--- config.mk ---
export PLATFORM = sky130hd
export DESIGN_NAME = pipelined_mux_tree_flat
export DESIGN_NICKNAME = d
export VERILOG_FILES = /design/src/rtl/pipelined_mux_tree_pkg.sv /design/src/rtl/pipelined_mux_tree_if.sv /design/src/rtl/pipelined_mux_tree_mux4_stage.sv /design/src/rtl/pipelined_mux_tree.sv /design/src/flat_wrapper.sv
export SDC_FILE = /design/constraint.sdc
export NUM_CORES = 1
export LEC_CHECK = 0
export CORE_ASPECT_RATIO = 0.75
export CORE_MARGIN = 3
export CORE_UTILIZATION = 43
export CTS_BUF_LIST = sky130_fd_sc_hd__clkbuf_2
export CTS_CLUSTER_SIZE = 16
export DETAILED_ROUTE_END_ITERATION = 10
export DONT_BUFFER_PORTS = 1
export PLACE_DENSITY = 0.68
export SLEW_MARGIN = 10
export SYNTH_ARGS = -nofsm -noshare
export SYNTH_HDL_FRONTEND = slang
export SYNTH_SLANG_ARGS = --single-unit
--- constraint.sdc ---
create_clock -name clk -period 1.85 [get_ports clk]
set_input_delay 0 -clock clk [delete_from_list [all_inputs] [get_ports clk]]
set_output_delay 0 -clock clk [all_outputs]
set_load 0.03 [all_outputs]
--- src/rtl/pipelined_mux_tree_pkg.sv ---
// Shared constants and sizing helpers for the pipelined radix-4 mux tree.
package mux_tree_pkg;

  localparam int RADIX              = 4;
  localparam int SEL_BITS_PER_LEVEL = 2;

  // Number of selectable input words for a tree of the given depth.
  function automatic int n_inputs(input int levels);
    return RADIX ** levels;
  endfunction

  // Width of a full input index for a tree of the given depth.
  function automatic int sel_width(input int levels);
    return SEL_BITS_PER_LEVEL * levels;
  endfunction

  // Index of the first node of tree level `level` in a flat node array,
  // where level 0 (the leaves side) comes first and the root comes last.
  // level_base(levels, levels) is the total number of nodes.
  function automatic int level_base(input int levels, input int level);
    int base;
    base = 0;
    for (int m = 0; m < level; m++) begin
      base += n_inputs(levels - 1 - m);
    end
    return base;
  endfunction

endpackage

--- src/rtl/pipelined_mux_tree_if.sv ---
// Bus between a wide data source (master) and the mux tree (slave).
interface pipelined_mux_tree_if
  import mux_tree_pkg::*;
#(
  parameter int WIDTH  = 1,
  parameter int LEVELS = 2
);

  localparam int N  = n_inputs(LEVELS);
  localparam int SW = sel_width(LEVELS);

  logic [N*WIDTH-1:0] data;
  logic [SW-1:0]      select;
  logic               in_valid;
  logic               scan_en;
  logic [WIDTH-1:0]   out;
  logic               out_valid;
  logic [SW-1:0]      out_sel;
  logic               scan_wrap;

  modport master (
    output data, select, in_valid, scan_en,
    input  out, out_valid, out_sel, scan_wrap
  );

  modport slave (
    input  data, select, in_valid, scan_en,
    output out, out_valid, out_sel, scan_wrap
  );

endinterface

--- src/rtl/pipelined_mux_tree_mux4_stage.sv ---
// One registered 4:1 mux node of the tree; holds its value when not enabled.
module mux4_stage
  import mux_tree_pkg::*;
#(
  parameter int WIDTH = 1
) (
  input  logic                          clk,
  input  logic                          rst,
  input  logic [WIDTH-1:0]              d0,
  input  logic [WIDTH-1:0]              d1,
  input  logic [WIDTH-1:0]              d2,
  input  logic [WIDTH-1:0]              d3,
  input  logic [SEL_BITS_PER_LEVEL-1:0] sel,
  input  logic                          en,
  output logic [WIDTH-1:0]              q
);

  logic [WIDTH-1:0] q_q;
  logic [WIDTH-1:0] q_d;

  // Pick one of the four words when a valid word passes through this level.
  always_comb begin
    q_d = q_q;
    if (en) begin
      case (sel)
        2'd0:    q_d = d0;
        2'd1:    q_d = d1;
        2'd2:    q_d = d2;
        default: q_d = d3;
      endcase
    end
  end

  // Node register, cleared by asynchronous reset.
  always_ff @(posedge clk or posedge rst) begin
    if (rst) begin
      q_q <= '0;
    end else begin
      q_q <= q_d;
    end
  end

  assign q = q_q;

endmodule

--- src/rtl/pipelined_mux_tree.sv ---
// Pipelined radix-4 mux tree: one register level per tree level, with the
// valid bit, the full select and the scan-wrap flag shifting alongside the
// data so every output word is reported with the index that produced it.
module pipelined_mux_tree
  import mux_tree_pkg::*;
#(
  parameter int WIDTH  = 1,
  parameter int LEVELS = 2
) (
  input logic                 clk,
  input logic                 rst,
  pipelined_mux_tree_if.slave bus
);

  localparam int N     = n_inputs(LEVELS);
  localparam int SW    = sel_width(LEVELS);
  localparam int NODES = level_base(LEVELS, LEVELS);
  localparam int ROOT  = NODES - 1;
  localparam logic [SW-1:0] LAST_IDX = SW'(N - 1);

  logic [SW-1:0]             scan_cnt_q;
  logic [SW-1:0]             scan_cnt_d;
  logic [SW-1:0]             eff_sel;
  logic [LEVELS-1:0]         valid_q;
  logic [LEVELS-1:0]         valid_d;
  logic [LEVELS-1:0]         wrap_q;
  logic [LEVELS-1:0]         wrap_d;
  logic [LEVELS-1:0][SW-1:0] sel_q;
  logic [LEVELS-1:0][SW-1:0] sel_d;
  logic [WIDTH-1:0]          node [NODES];

  // Effective select and scan counter; the counter is exactly SW bits wide,
  // so N-1 rolls over to 0 without an explicit compare.
  always_comb begin
    eff_sel    = bus.scan_en ? scan_cnt_q : bus.select;
    scan_cnt_d = scan_cnt_q;
    if (bus.scan_en && bus.in_valid) begin
      scan_cnt_d = scan_cnt_q + SW'(1);
    end
  end

  // Sideband shift pipeline: launch at stage 0, then advance unconditionally.
  always_comb begin
    valid_d[0] = bus.in_valid;
    sel_d[0]   = eff_sel;
    wrap_d[0]  = bus.in_valid && bus.scan_en && (scan_cnt_q == LAST_IDX);
    for (int k = 1; k < LEVELS; k++) begin
      valid_d[k] = valid_q[k-1];
      sel_d[k]   = sel_q[k-1];
      wrap_d[k]  = wrap_q[k-1];
    end
  end

  // Sideband and scan counter registers; reset flushes every in-flight word.
  always_ff @(posedge clk or posedge rst) begin
    if (rst) begin
      scan_cnt_q <= '0;
      valid_q    <= '0;
      sel_q      <= '0;
      wrap_q     <= '0;
    end else begin
      scan_cnt_q <= scan_cnt_d;
      valid_q    <= valid_d;
      sel_q      <= sel_d;
      wrap_q     <= wrap_d;
    end
  end

  // Tree levels stored flat in node[]: level 0 first, root last. Level 0
  // reads the input words directly, so each output is a snapshot of `data`
  // from its launch cycle; deeper levels only read the previous level.
  for (genvar k = 0; k < LEVELS; k++) begin : g_level
    localparam int CNT  = n_inputs(LEVELS - 1 - k);
    localparam int BASE = level_base(LEVELS, k);
    localparam int PREV = (k == 0) ? 0 : level_base(LEVELS, k - 1);

    for (genvar j = 0; j < CNT; j++) begin : g_node
      logic [WIDTH-1:0]              w [RADIX];
      logic [SEL_BITS_PER_LEVEL-1:0] s;
      logic                          en;

      if (k == 0) begin : g_leaf
        for (genvar m = 0; m < RADIX; m++) begin : g_in
          assign w[m] = bus.data[(RADIX*j + m)*WIDTH +: WIDTH];
        end
        assign s  = eff_sel[SEL_BITS_PER_LEVEL-1:0];
        assign en = bus.in_valid;
      end else begin : g_inner
        for (genvar m = 0; m < RADIX; m++) begin : g_in
          assign w[m] = node[PREV + RADIX*j + m];
        end
        assign s  = sel_q[k-1][SEL_BITS_PER_LEVEL*k +: SEL_BITS_PER_LEVEL];
        assign en = valid_q[k-1];
      end

      mux4_stage #(.WIDTH(WIDTH)) u_mux (
        .clk (clk),
        .rst (rst),
        .d0  (w[0]),
        .d1  (w[1]),
        .d2  (w[2]),
        .d3  (w[3]),
        .sel (s),
        .en  (en),
        .q   (node[BASE + j])
      );
    end
  end

  assign bus.out       = node[ROOT];
  assign bus.out_valid = valid_q[LEVELS-1];
  assign bus.out_sel   = sel_q[LEVELS-1];
  assign bus.scan_wrap = wrap_q[LEVELS-1];

endmodule

--- src/flat_wrapper.sv ---
// flat-port wrapper written by rule: the top's interface ports become plain ports
module pipelined_mux_tree_flat import mux_tree_pkg::*;
#(
  parameter int WIDTH  = 1,
  parameter int LEVELS = 2
)
  (clk, rst, bus_data, bus_select, bus_in_valid, bus_scan_en, bus_out, bus_out_valid, bus_out_sel, bus_scan_wrap);
  pipelined_mux_tree_if #(.WIDTH(WIDTH), .LEVELS(LEVELS)) bus_i ();
  input logic clk;
  input logic rst;
  input wire logic [$bits(bus_i.data)-1:0] bus_data;
  input wire logic [$bits(bus_i.select)-1:0] bus_select;
  input wire logic [$bits(bus_i.in_valid)-1:0] bus_in_valid;
  input wire logic [$bits(bus_i.scan_en)-1:0] bus_scan_en;
  output wire logic [$bits(bus_i.out)-1:0] bus_out;
  output wire logic [$bits(bus_i.out_valid)-1:0] bus_out_valid;
  output wire logic [$bits(bus_i.out_sel)-1:0] bus_out_sel;
  output wire logic [$bits(bus_i.scan_wrap)-1:0] bus_scan_wrap;
  assign bus_i.data = bus_data;
  assign bus_i.select = bus_select;
  assign bus_i.in_valid = bus_in_valid;
  assign bus_i.scan_en = bus_scan_en;
  assign bus_out = bus_i.out;
  assign bus_out_valid = bus_i.out_valid;
  assign bus_out_sel = bus_i.out_sel;
  assign bus_scan_wrap = bus_i.scan_wrap;
  pipelined_mux_tree #(.WIDTH(WIDTH), .LEVELS(LEVELS)) u_core (.clk(clk), .rst(rst), .bus(bus_i));
endmodule
# Word level (Yosys, flattened, before mapping)
# Index checks and enable logic that the tools add are counted.
dict set report word_totals {
  ff_bits 21
  in_bits 24
  out_inout_bits 7
  word_cells 26
}
dict set report op_classes {
  addsub 1
  n_eq_ne 5
  n_mux 6
  n_reduce_logical 4
}
# cell count
set op_table {}
lappend op_table {{1-bit case mux with 3 select lines} 5}
lappend op_table {{4-bit by 1-bit adder with 4-bit output (second input constant)} 1}
lappend op_table {{2-bit by 1-bit equality test with 1-bit output (second input constant)} 2}
lappend op_table {{2-bit equality test (second input constant)} 2}
lappend op_table {{4-bit equality test (second input constant)} 1}
lappend op_table {{2-bit logical NOT} 2}
lappend op_table {{4-bit 2-to-1 mux} 1}
lappend op_table {{1-bit logical AND} 2}

# Longest topological paths before layout
dict set report logic_depth {
  ltp_word 3
  ltp_mapped 6
  ltp_nobuf 4
}

# By module
# Synthesis repeated with hierarchy kept, for this count alone.
dict set report hier_totals {
  hier_cells 72
  area_unflattened_um2 938.4
}
# mod instances cells_per_inst area_per_inst_um2 seq_area_each_um2
set by_module_without_submodules {}
lappend by_module_without_submodules {pipelined_mux_tree 1 32 538.0 400.4}
lappend by_module_without_submodules {mux4_stage 5 8 80.1 25.0}

# Least setup slack after synthesis
# Ideal clock, no wire load.
dict set report synth_path {
  kind {register to register}
  startpoint {reg u_core.scan_cnt_q[1]}
  endpoint {reg u_core.g_level[0].g_node[1].u_mux.q_q}
  setup_ns 0.135
  arrival_ns 1.140
  required_ns 1.715
  path_slack_ns 0.574
  stages_incl_launch_ff 6
  n_path_buf 1
  period_less_slack_ns 1.276
  path_cell_list {dfrtp_1 buf_4 mux2i_2 a21oi_1 a221oi_1 o22ai_1}
}
dict set report synth_between {
  elab_chain_len 3
  elab_cells_between_ends 5
  cone_classes {eq/ne: 2; mux: 2; reduce/logical: 1}
}
# element line
set synth_lines {}
lappend synth_lines {{start, declared} pipelined_mux_tree.sv:21} ;# logic [SW-1:0] scan_cnt_q;
lappend synth_lines {{start signal, assigned} pipelined_mux_tree.sv:62} ;# scan_cnt_q <= scan_cnt_d;
lappend synth_lines {{4-bit 2-to-1 mux *} pipelined_mux_tree.sv:35} ;# eff_sel = bus.scan_en ? scan_cnt_q : bus.select;
lappend synth_lines {{2-bit equality test, or another cell as far along} pipelined_mux_tree_mux4_stage.sv:25} ;# case (sel)
lappend synth_lines {{1-bit case mux with 3 select lines *} pipelined_mux_tree_mux4_stage.sv:25}
lappend synth_lines {{end signal, assigned} pipelined_mux_tree_mux4_stage.sv:39} ;# q_q <= q_d;
lappend synth_lines {{end, declared} pipelined_mux_tree_mux4_stage.sv:18} ;# logic [WIDTH-1:0] q_q;
# Every way passes the cells marked *; elsewhere a longest branch is shown, timed or not.
# A chain may end at the register's enable or synchronous reset.

# Worst setup path in the final report
dict set report layout_path {
  startpoint {reg u_core.scan_cnt_q[1]}
  endpoint {reg u_core.g_level[0].g_node[3].u_mux.q_q}
}
dict set report layout_between {
  elab_chain_len 3
  elab_cells_between_ends 5
  cone_classes {eq/ne: 2; mux: 2; reduce/logical: 1}
}
# element line
set layout_lines {}
lappend layout_lines {{4-bit 2-to-1 mux *} pipelined_mux_tree.sv:35}
lappend layout_lines {{2-bit equality test, or another cell as far along} pipelined_mux_tree_mux4_stage.sv:25}
lappend layout_lines {{1-bit case mux with 3 select lines *} pipelined_mux_tree_mux4_stage.sv:25}
lappend layout_lines {{end signal, assigned} pipelined_mux_tree_mux4_stage.sv:39}
lappend layout_lines {{end, declared} pipelined_mux_tree_mux4_stage.sv:18}
# Marked as above.

==> impl_metrics.env <==
export IMPL_drive_gt1_share_pct=14.0
export IMPL_rows=14
export IMPL_clockPowerShare_pct=13.2
export IMPL_powerDensity_mw_per_mm2=1170
export IMPL_syn_to_final_growth_pct=20.4
export IMPL_synth_avg_cell_area_um2=12.1
export IMPL_port_buffers=0
export IMPL_drt_total_wl_um=2080
export IMPL_dieArea_mm2=0.00289
export IMPL_ios=31
export IMPL_critical_path_arrival_ps=1700
export IMPL_slew_viol_final=0
export IMPL_sequentialPowerShare_pct=59.3
export IMPL_crit_family="flip-flops"
export IMPL_htreeDepth=1
export IMPL_grt_pass1_wl_um=3150
export IMPL_gp_congestion=0.724
export IMPL_finalHoldViolCount=0
export IMPL_die_h_um=47.3
export IMPL_wl_met3_um=162
export IMPL_place_area_um2=966
export IMPL_layout_commonest_cell="dfrtp_1"
export IMPL_synthCells=81
export IMPL_maxCapViolCount=0
export IMPL_synth_distinct_cells=27
export IMPL_clock_sinks=21
export IMPL_drt_initial_drc_count=26
export IMPL_cp_cell_sequence="mux2i_2 > a21oi_1 > a221oi_1 > o22ai_1"
export IMPL_setup_violations=0
export IMPL_final_area_mm2=0.00118
export IMPL_root_buffer="clkbuf_2"
export IMPL_synth_seq_cells=21
export IMPL_tns_ps=0
export IMPL_nets=126
export IMPL_final_cell_mix="21 x dfrtp_1, 19 x dlygate4sd3_1, 11 x inv_1"
export IMPL_max_slew_worst_pin_slew_ps=752
export IMPL_path_clk_slew_ps=180
export IMPL_rsz0062_at_grt="false"
export IMPL_grt_pass1_vias=702
export IMPL_drc_errors=0
export IMPL_initial_core_util_pct=46.9
export IMPL_fmax_ghz=0.671
export IMPL_finalCriticalPeriod_ps=1490
export IMPL_crit_path_start_kind="flip-flop"
export IMPL_wl_met2_um=1070
export IMPL_track_usage_pct=16.0
export IMPL_path_max_fanout=9
export IMPL_outcome="completed"
export IMPL_swShare_pct=36.6
export IMPL_syn_area_um2=977
export IMPL_hp_class="in -> reg"
export IMPL_overflow=0
export IMPL_power_internal_w=0.000869
export IMPL_cts_tree="built"
export IMPL_hpwl_um=1300
export IMPL_cts_path_max_buffers=2
export IMPL_cp_slowest_cell="dfrtp_1"
export IMPL_netlist_top_cells_area="dfrtp_1 54%, mux2_2 4.6%, inv_1 4.2%"
export IMPL_routed_top_layer="met4"
export IMPL_wl_met1_um=790
export IMPL_die_x_um=61.0
export IMPL_switchingPower_w=0.000502
export IMPL_yosys_area_top_type_share_pct=53.8
export IMPL_syn_nets=106
export IMPL_drt_pass1_iterations=4
export IMPL_slew_headroom_pct=49.8
export IMPL_core_mm2=0.00208
export IMPL_yosysTopAreaCell="dfrtp_1"
export IMPL_clock_latency_ps=310
export IMPL_p_leak_nw=0.524
export IMPL_route_vias_total=695
export IMPL_wl_per_cell_um=16.8
export IMPL_antenna_cells_inserted=0
export IMPL_endpoint_kind="flip-flop"
export IMPL_path_buf_inv=0
export IMPL_cts_setup_buffers=0
export IMPL_grt_max_degree=22
export IMPL_yosysSeqAreaShare_pct=53.8
export IMPL_yosysWarningCount=0
export IMPL_via_per_inst=5.60
export IMPL_fin_crit_sh_pct=80.6
export IMPL_ir_drop_v=0.000788
export IMPL_ant_nets=0
export IMPL_finClkSkew_ps=1.80
export IMPL_cts_made_buffers=3
export IMPL_grt_antenna_before_repair=0
export IMPL_comb_power_share_pct=27.6
export IMPL_critPathMaxStageDelay_ps=550
export IMPL_path_class="reg -> reg"
export IMPL_required_ps=2060
-- metal layers --
metal,global-route usage (%),vias up
met2,27.6,29
met1,16.7,338
li1,-,322
met3,6.87,6
met4,8.23,0
met5,0,-
-- per-stage QoR --
stage	cells	worst slack [ps]	power [W]	util, %	hold slack (ps)
6_report	124	359	0.00137	56.4	36.5
5_1_grt	124	232	0.00146	56.4	19.3
4_1_cts	124	411	0.00137	56.4	8.45
3_5_place_dp	101	436	0.00114	46.3	32.1
3_3_place_gp	101	437	0.00113	46.3	32.1
2_1_floorplan	81	574	0.00109	-	-23.5
-- path summary, 6_finish.rpt --
check | startpoint | cells past startpoint | to | slack (ps)
setup / recovery | u_core.scan_cnt_q[1] | 4 | u_core.g_level[0].g_node[3].u_mux.q | 360
hold / removal | bus_scan_en | 3 | u_core.g_level[0].g_node[2].u_mux.q | 40
setup reg to reg | u_core.scan_cnt_q[1] | 4 | u_core.g_level[0].g_node[3].u_mux.q | 360
hold reg to reg | u_core.wrap_q[0] | 0 | u_core.wrap_q[1] | 380
max in group asynchronous | rst | 2 | u_core.scan_cnt_q[1] | 1150
min in group asynchronous | rst | 2 | u_core.bus.out_sel[1] | 230
-- flip-flops by register name, summed over array words and instances (netlist names) --
signal / cells
u_core.sel_d: 2
u_core.valid_q: 2
u_core.bus.out_sel: 4
u_core.wrap_q: 2
u_core.scan_cnt_q: 4
u_core.g_level.g_node.s: 2
u_core.g_level.g_node.u_mux.q: 5
-- Yosys cell counts --
master,n
o32ai_1,1
inv_1,11
buf_4,1
nand3_1,2
o22ai_1,3
mux2i_1,2
mux4_2,1
nand2b_1,3
a221oi_2,1
nand2_1,2
xnor2_1,2
o21ai_1,2
a31oi_2,1
buf_6,3
and3b_1,1
ha_1,1
a21oi_1,4
mux2_2,4
o221ai_1,1
xor2_1,1
a221oi_1,2
o21ai_0,4
mux2i_2,2
dfrtp_1,21
nand3b_1,2
o32ai_2,1
nor2_1,2
-- area by class of cell --
type                    count  area (um^2)
fillers                   191          908
flip-flops and latches     21          526
multi-input cells          45          369
repair buffers             19          190
inverters                  11         41.3
well taps                  24         30.0
clock buffers               3         15.0
clock inverters             1         5.00
-- power by group through the flow --
| stage | sequential, W | clock (W) | combinational (W) |
|---|---|---|---|
| after detailed placement | 0.000820 | 0 | 0.000320 |
| after CTS | 0.000811 | 0.000190 | 0.000372 |
| final | 0.000813 | 0.000181 | 0.000378 |
| after global routing | 0.000832 | 0.000212 | 0.000420 |
| after global placement | 0.000812 | 0 | 0.000314 |
| after floorplan | 0.000764 | 0 | 0.000326 |
-- worst min-delay path, stage by stage --
cell	delay, ps
a31oi_2	110
o21ai_0	150
o22ai_1	70
-- logic make-up after synthesis --
family                   Yosys count  synth area share, %
XOR/XNOR                           3                 2.69
flip-flops                        21                 53.8
multiplexers                       9                 11.8
adder cells (fa/ha/maj)            1                 1.28
AND/OR/NAND/NOR                   12                 6.91
AO/OA/AOI/OAI                     20                 15.1
buffers and inverters             15                 8.45
-- timing repair --
item | in CTS | in global routing
setup endpoints to repair | 0 | 0
hold buffers | 19 | 0
resized for setup | 0 | 0
endpoints found under the hold margin | 35 | 0
Power figures use the tool's default switching activity.
